<file path="config.mk">
export PLATFORM = sky130hd
export DESIGN_NAME = alu_share_ctrl
export DESIGN_NICKNAME = d
export VERILOG_FILES = /design/src/rtl/alu_share_ctrl.sv
export SDC_FILE = /design/constraint.sdc
export NUM_CORES = 1
export LEC_CHECK = 0
export CAP_MARGIN = 10
export CORE_AREA = 2 2 166 168
export CTS_CLUSTER_SIZE = 20
export DETAILED_ROUTE_END_ITERATION = 6
export DIE_AREA = 0 0 168 170
export GPL_TIMING_DRIVEN = 0
export PLACE_DENSITY_LB_ADDON = 0.2
export SYNTH_ARGS = -nofsm -noshare
export SYNTH_HDL_FRONTEND = slang
export SYNTH_SLANG_ARGS = --single-unit
</file>
<file path="constraint.sdc">
create_clock -name clk -period 3.2 [get_ports clk]
set_input_delay 0.32 -clock clk [delete_from_list [all_inputs] [get_ports clk]]
set_output_delay 0.32 -clock clk [all_outputs]
set_load 0.01 [all_outputs]
</file>
<file path="src/rtl/alu_share_ctrl.sv">
// Round-robin sequencer sharing one combinational ALU among NREQ requesters; accept-to-response takes lat+1 cycles.
// Responses stall in RESP until rsp_ready, with no new grant meanwhile; ALU_SHARE_STATS_EN adds stat_ops/stat_wait counters.
module alu_share_ctrl #(
    parameter int NREQ    = 4,
    parameter int IDW     = 2,
    parameter int MUL_LAT = 2,
    parameter int DIV_LAT = 8,
    parameter int SRA_LAT = 2
) (
    input  logic                 clk,
    input  logic                 rst,
    input  logic [NREQ-1:0]      req_valid,
    output logic [NREQ-1:0]      req_ready,
    input  logic [NREQ*32-1:0]   req_a,
    input  logic [NREQ*32-1:0]   req_b,
    input  logic [NREQ*4-1:0]    req_sel,
    output logic [31:0]          alu_a,
    output logic [31:0]          alu_b,
    output logic [3:0]           alu_sel,
    input  logic [31:0]          alu_out,
    input  logic                 alu_carry,
    input  logic                 alu_zero,
    output logic                 rsp_valid,
    input  logic                 rsp_ready,
    output logic [IDW-1:0]       rsp_id,
    output logic [31:0]          rsp_data,
    output logic                 rsp_carry,
    output logic                 rsp_zero,
    output logic                 rsp_err,
    output logic                 busy
`ifdef ALU_SHARE_STATS_EN
    ,
    output logic [31:0]          stat_ops,
    output logic [31:0]          stat_wait
`endif
);

    typedef enum logic [1:0] {IDLE, EXEC, RESP} state_t;

    state_t         state, next_state;
    logic [IDW-1:0] last_grant, grant, cand, id;
    logic           found, accept, capture, div_zero;
    logic [31:0]    op_a, op_b, sel_a, sel_b;
    logic [3:0]     op_sel, sel_op, cnt;
    int             idx;

    function automatic logic [3:0] lat_of(input logic [3:0] s);
        case (s)
            4'b0010: lat_of = 4'(MUL_LAT);
            4'b0011: lat_of = 4'(DIV_LAT);
            4'b1111: lat_of = 4'(SRA_LAT);
            default: lat_of = 4'd1;
        endcase
    endfunction

    // Circular search starting just after the last winner, so it has lowest priority.
    always_comb begin
        found = 1'b0;
        grant = '0;
        idx   = 0;
        cand  = '0;
        for (int k = 0; k < NREQ; k++) begin
            idx = int'(last_grant) + 1 + k;
            if (idx >= NREQ)
                idx = idx - NREQ;
            cand = idx[IDW-1:0];
            if (!found && req_valid[cand]) begin
                found = 1'b1;
                grant = cand;
            end
        end
    end

    always_comb begin
        sel_a  = '0;
        sel_b  = '0;
        sel_op = '0;
        for (int i = 0; i < NREQ; i++) begin
            if (grant == IDW'(i)) begin
                sel_a  = req_a[i*32 +: 32];
                sel_b  = req_b[i*32 +: 32];
                sel_op = req_sel[i*4 +: 4];
            end
        end
    end

    always_ff @(posedge clk or posedge rst) begin
        if (rst)
            state <= IDLE;
        else
            state <= next_state;
    end

    always_comb begin
        next_state = state;
        req_ready  = '0;
        accept     = 1'b0;
        capture    = 1'b0;
        case (state)
            IDLE: begin
                if (found) begin
                    req_ready[grant] = 1'b1;
                    accept           = 1'b1;
                    next_state       = EXEC;
                end
            end
            EXEC: begin
                if (cnt == 4'd0) begin
                    capture    = 1'b1;
                    next_state = RESP;
                end
            end
            RESP: begin
                if (rsp_ready)
                    next_state = IDLE;
            end
            default: next_state = IDLE;
        endcase
    end

    assign rsp_valid = (state == RESP);
    assign busy      = (state != IDLE);
    assign alu_a     = op_a;
    assign alu_b     = op_b;
    assign alu_sel   = op_sel;
    assign div_zero  = (op_sel == 4'b0011) && (op_b == 32'd0);

    always_ff @(posedge clk or posedge rst) begin
        if (rst) begin
            op_a       <= '0;
            op_b       <= '0;
            op_sel     <= '0;
            id         <= '0;
            cnt        <= '0;
            last_grant <= IDW'(NREQ - 1);
            rsp_id     <= '0;
            rsp_data   <= '0;
            rsp_carry  <= 1'b0;
            rsp_zero   <= 1'b0;
            rsp_err    <= 1'b0;
        end else begin
            if (accept) begin
                op_a       <= sel_a;
                op_b       <= sel_b;
                op_sel     <= sel_op;
                id         <= grant;
                last_grant <= grant;
                cnt        <= lat_of(sel_op) - 4'd1;
            end else if (state == EXEC && cnt != 4'd0) begin
                cnt <= cnt - 4'd1;
            end
            if (capture) begin
                rsp_id    <= id;
                rsp_carry <= alu_carry;
                // A zero divisor yields an all-ones quotient regardless of what the ALU produced.
                if (div_zero) begin
                    rsp_data <= 32'hFFFF_FFFF;
                    rsp_zero <= 1'b0;
                    rsp_err  <= 1'b1;
                end else begin
                    rsp_data <= alu_out;
                    rsp_zero <= alu_zero;
                    rsp_err  <= 1'b0;
                end
            end
        end
    end

`ifdef ALU_SHARE_STATS_EN
    always_ff @(posedge clk or posedge rst) begin
        if (rst) begin
            stat_ops  <= '0;
            stat_wait <= '0;
        end else begin
            if (rsp_valid && rsp_ready)
                stat_ops <= stat_ops + 32'd1;
            if ((|req_valid) && state != IDLE)
                stat_wait <= stat_wait + 32'd1;
        end
    end
`endif

endmodule

</file>
==> out/results.txt <==
ys flop type = dfrtp_1
CTS Root Buffer Type = clkbuf_16
share of cells above drive strength 1 = 7.00%
area of the multi-input gates = 3440 um^2
status = finished clean
minimum hold slack = 0.143 ns
number of enable flip-flop cells after synthesis = 0
largest net degree at the start of global routing = 40
WL/cell = 19.4 um
first drt pass iteration count = 4
Sequential Area = 2880 um^2
row count = 60
unrepaired setup endpoints after global routing = no
WP data arrival = 2.70 ns
Fin. Hold Viols = 0
Setup Skew = 0.0104 ns
clk buf depth = 2
global-route wire length before repair = 41100 um
count leader, synth = a211oi_1
Mean Syn Cell Area = 10.6 um^2
Seq/Total Area, Yosys = 43.4%
antenna violations before repair = 0
Net count, final = 1387
DP Worst Slack = -0.344 ns
Ant. Diodes = 0
Worst Path Max Fanout = 19
WP depth = 8
CP endpoint kind = primary output
fillcell total = 2604
Core Area = 26700 um^2
worst-path cell with the longest stage delay = dfstp_2
CTS H-tree lvls = 4
gr ovfl total = 0
f_max = 331 MHz
CP dominant cell by count = buf_12
post-synth top area share = 42.6%
vias per inst = 4.81
port bufs = 423
Mapped Nets = 943
top post-synthesis cells by count = 129 x a211oi_1, 113 x dfrtp_1, 71 x mux2i_1
CP Cell Sequence = nand3b_1 > a31oi_4 > buf_12 > buf_6 > buf_12 > nand2_1 > nor2_1 > clkdlybuf4s50_1
Initial DRC Count = 211
routability cong. = 0.777
CTS tree = yes
die width = 168 um
Max-Slew Margin vs Limit = 58.7%
Max VDD drop = 0.349 mV
HP Class = in2async
Slew @ Worst Pin = 0.619 ns
Vias = 6857
placed insts = 1396
crit path launch type = flip-flop
DRC viols = 0
xor/xnor share of the synthesized area = 0.132%
Lkg Pwr = 0.00506 uW
simple-gate area share of the yosys netlist = 10.7%
Yosys top cell by area = dfrtp_1
Top delay family on crit path = buffers and inverters
Slowest Stage Delay on Critical Path = 0.59 ns
FF+latch count, synth = 115
setup ws final = 0.176 ns
fin. max-slew vios = 0
fin crit share = 94.5%
Final HPWL DP = 22500 um
CTS Hold Bufs = 0
worst reg2reg path depth = 12
clock transition at the registers of the reported paths = 0.06 ns
minimum clock period = 3.02 ns
top post-synthesis cells by area = dfrtp_1 43%, a211oi_1 15%, mux2i_1 11%
Mapped Area = 6640 um^2
DIE HEIGHT = 170 um
pwr dens = 866 nW/um^2
gr usage total = 19.0%
Finish-stage setup viols = 0
Post-Synth Adder-Cell Area = 0.188%
Starting Density = 24.9%
clk_lat worst skew = 0.41 ns
Max Cap Viol = 0
post-synthesis mux area share = 12.5%
Syn. warnings = 0
Cells after Synth = 629
num ports = 424
DRT Wirelength = 27600 um
Yosys cell types = 45
Die ar. = 28600 um^2
ANT nets after route = 0
buffers and inverters on the worst path = 4
WP data required = 2.88 ns
Clock Sinks = 115
critical path type = reg2out
vias in the first global route = 7020
compound-gate portion of the synthesized area = 28.2%
Synth-to-Final Area Change = 81.3%
largest family of logic cells by synthesized area = compound AO/OA/AOI/OAI gates
Layout Cells excl Fill = 1427
Inserted Clock Buffers = 17
async set or reset register ratio after synthesis = 100%
## flip-flops by register name, indices dropped and copies added (netlist names)
name and flops:
alu_sel 4, rsp_zero 1, id 2, alu_a 32, rsp_err 1, rsp_id 2, alu_b 32, rsp_carry 1
state 2, rsp_data 32, cnt 4, last_grant 2
## metrics by stage
| step | power, uW | TNS, ns | area [um^2] | utilization (%) |
|---|---|---|---|---|
| final | 10400 | 0 | 12000 | 45.2 |
| after detailed placement | 8430 | -1.25 | 11400 | 42.6 |
| after floorplan | 5630 | 0 | 6640 | - |
| after global placement | 8360 | -1.37 | 11300 | 42.4 |
| after CTS | 10600 | 0 | 12000 | 45.1 |
| after global routing | 11200 | 0 | 12000 | 45.2 |
## worst paths after layout
kind / from / end / slack [ns]
setup / recovery: last_grant[1]$_DFFE_PP1P_ / req_ready[2] / 0.18
hold / removal: rst / rsp_data[21]$_DFFE_PP0P_ / 0.14
setup reg to reg: last_grant[1]$_DFFE_PP1P_ / cnt[2]$_DFFE_PP0P_ / 0.37
hold reg to reg: id[1]$_DFFE_PP0P_ / id[1]$_DFFE_PP0P_ / 0.47
max in group asynchronous: rst / last_grant[0]$_DFFE_PP1P_ / 2.30
min in group clk: id[1]$_DFFE_PP0P_ / id[1]$_DFFE_PP0P_ / 0.47
## where the power goes
group	internal [uW]	switching, uW
sequential	2210	517
clock	1330	770
combinational	2940	2670
total	6480	3950
## logic make-up after synthesis
kind of cell               after synthesis
AOI/OAI and AO/OA                      242
xor gates and xnor gates                 1
adders and majority gates                1
buffers and inverters                   64
DFF                                    115
muxes                                   79
and+or+nand+nor                        127
## cell usage in the layout, fill, tap and decap left out, types with 5 or more instances in the layout
cell type / synthesis / layout
nor2_1: 10 / 10
buf_6: 7 / 5
a211oi_1: 129 / 129
nor4_1: 10 / 9
o22a_1: 32 / 32
buf_2: 12 / 9
dfrtp_1: 113 / 113
buf_4: 4 / 7
nand2_1: 22 / 22
a21o_1: 67 / 67
nor2b_1: 68 / 68
clkbuf_16: 0 / 17
clkdlybuf4s50_1: 0 / 422
clkbuf_1: 34 / 34
inv_6: 0 / 6
buf_12: 0 / 5
mux2i_1: 71 / 71
## final cells by class
cell class / count / share of cell area [%]
Buffer: 55 / 2.51
Inverter: 4 / 0.156
Clock inverter: 15 / 1.81
Multi-Input combinational cell: 450 / 28.6
Tap cell: 341 / 3.54
Sequential cell: 115 / 23.9
Timing Repair Buffer: 430 / 35.9
Clock buffer: 17 / 3.53
## metal layers
layer | share of wire, % | global-route usage (%)
met5 | 0 | 0
met4 | 2.1 | 5.56
met3 | 7.7 | 6.09
met2 | 51 | 33.7
met1 | 40 | 21.9
## what timing repair did
action                     in CTS  in global routing
setup endpoints to repair       4                  4
gates resized for setup         4                  2
pin swaps                       1                  1
setup buffers                   1                  2
Note: power is estimated with default switching activity, not from simulation.
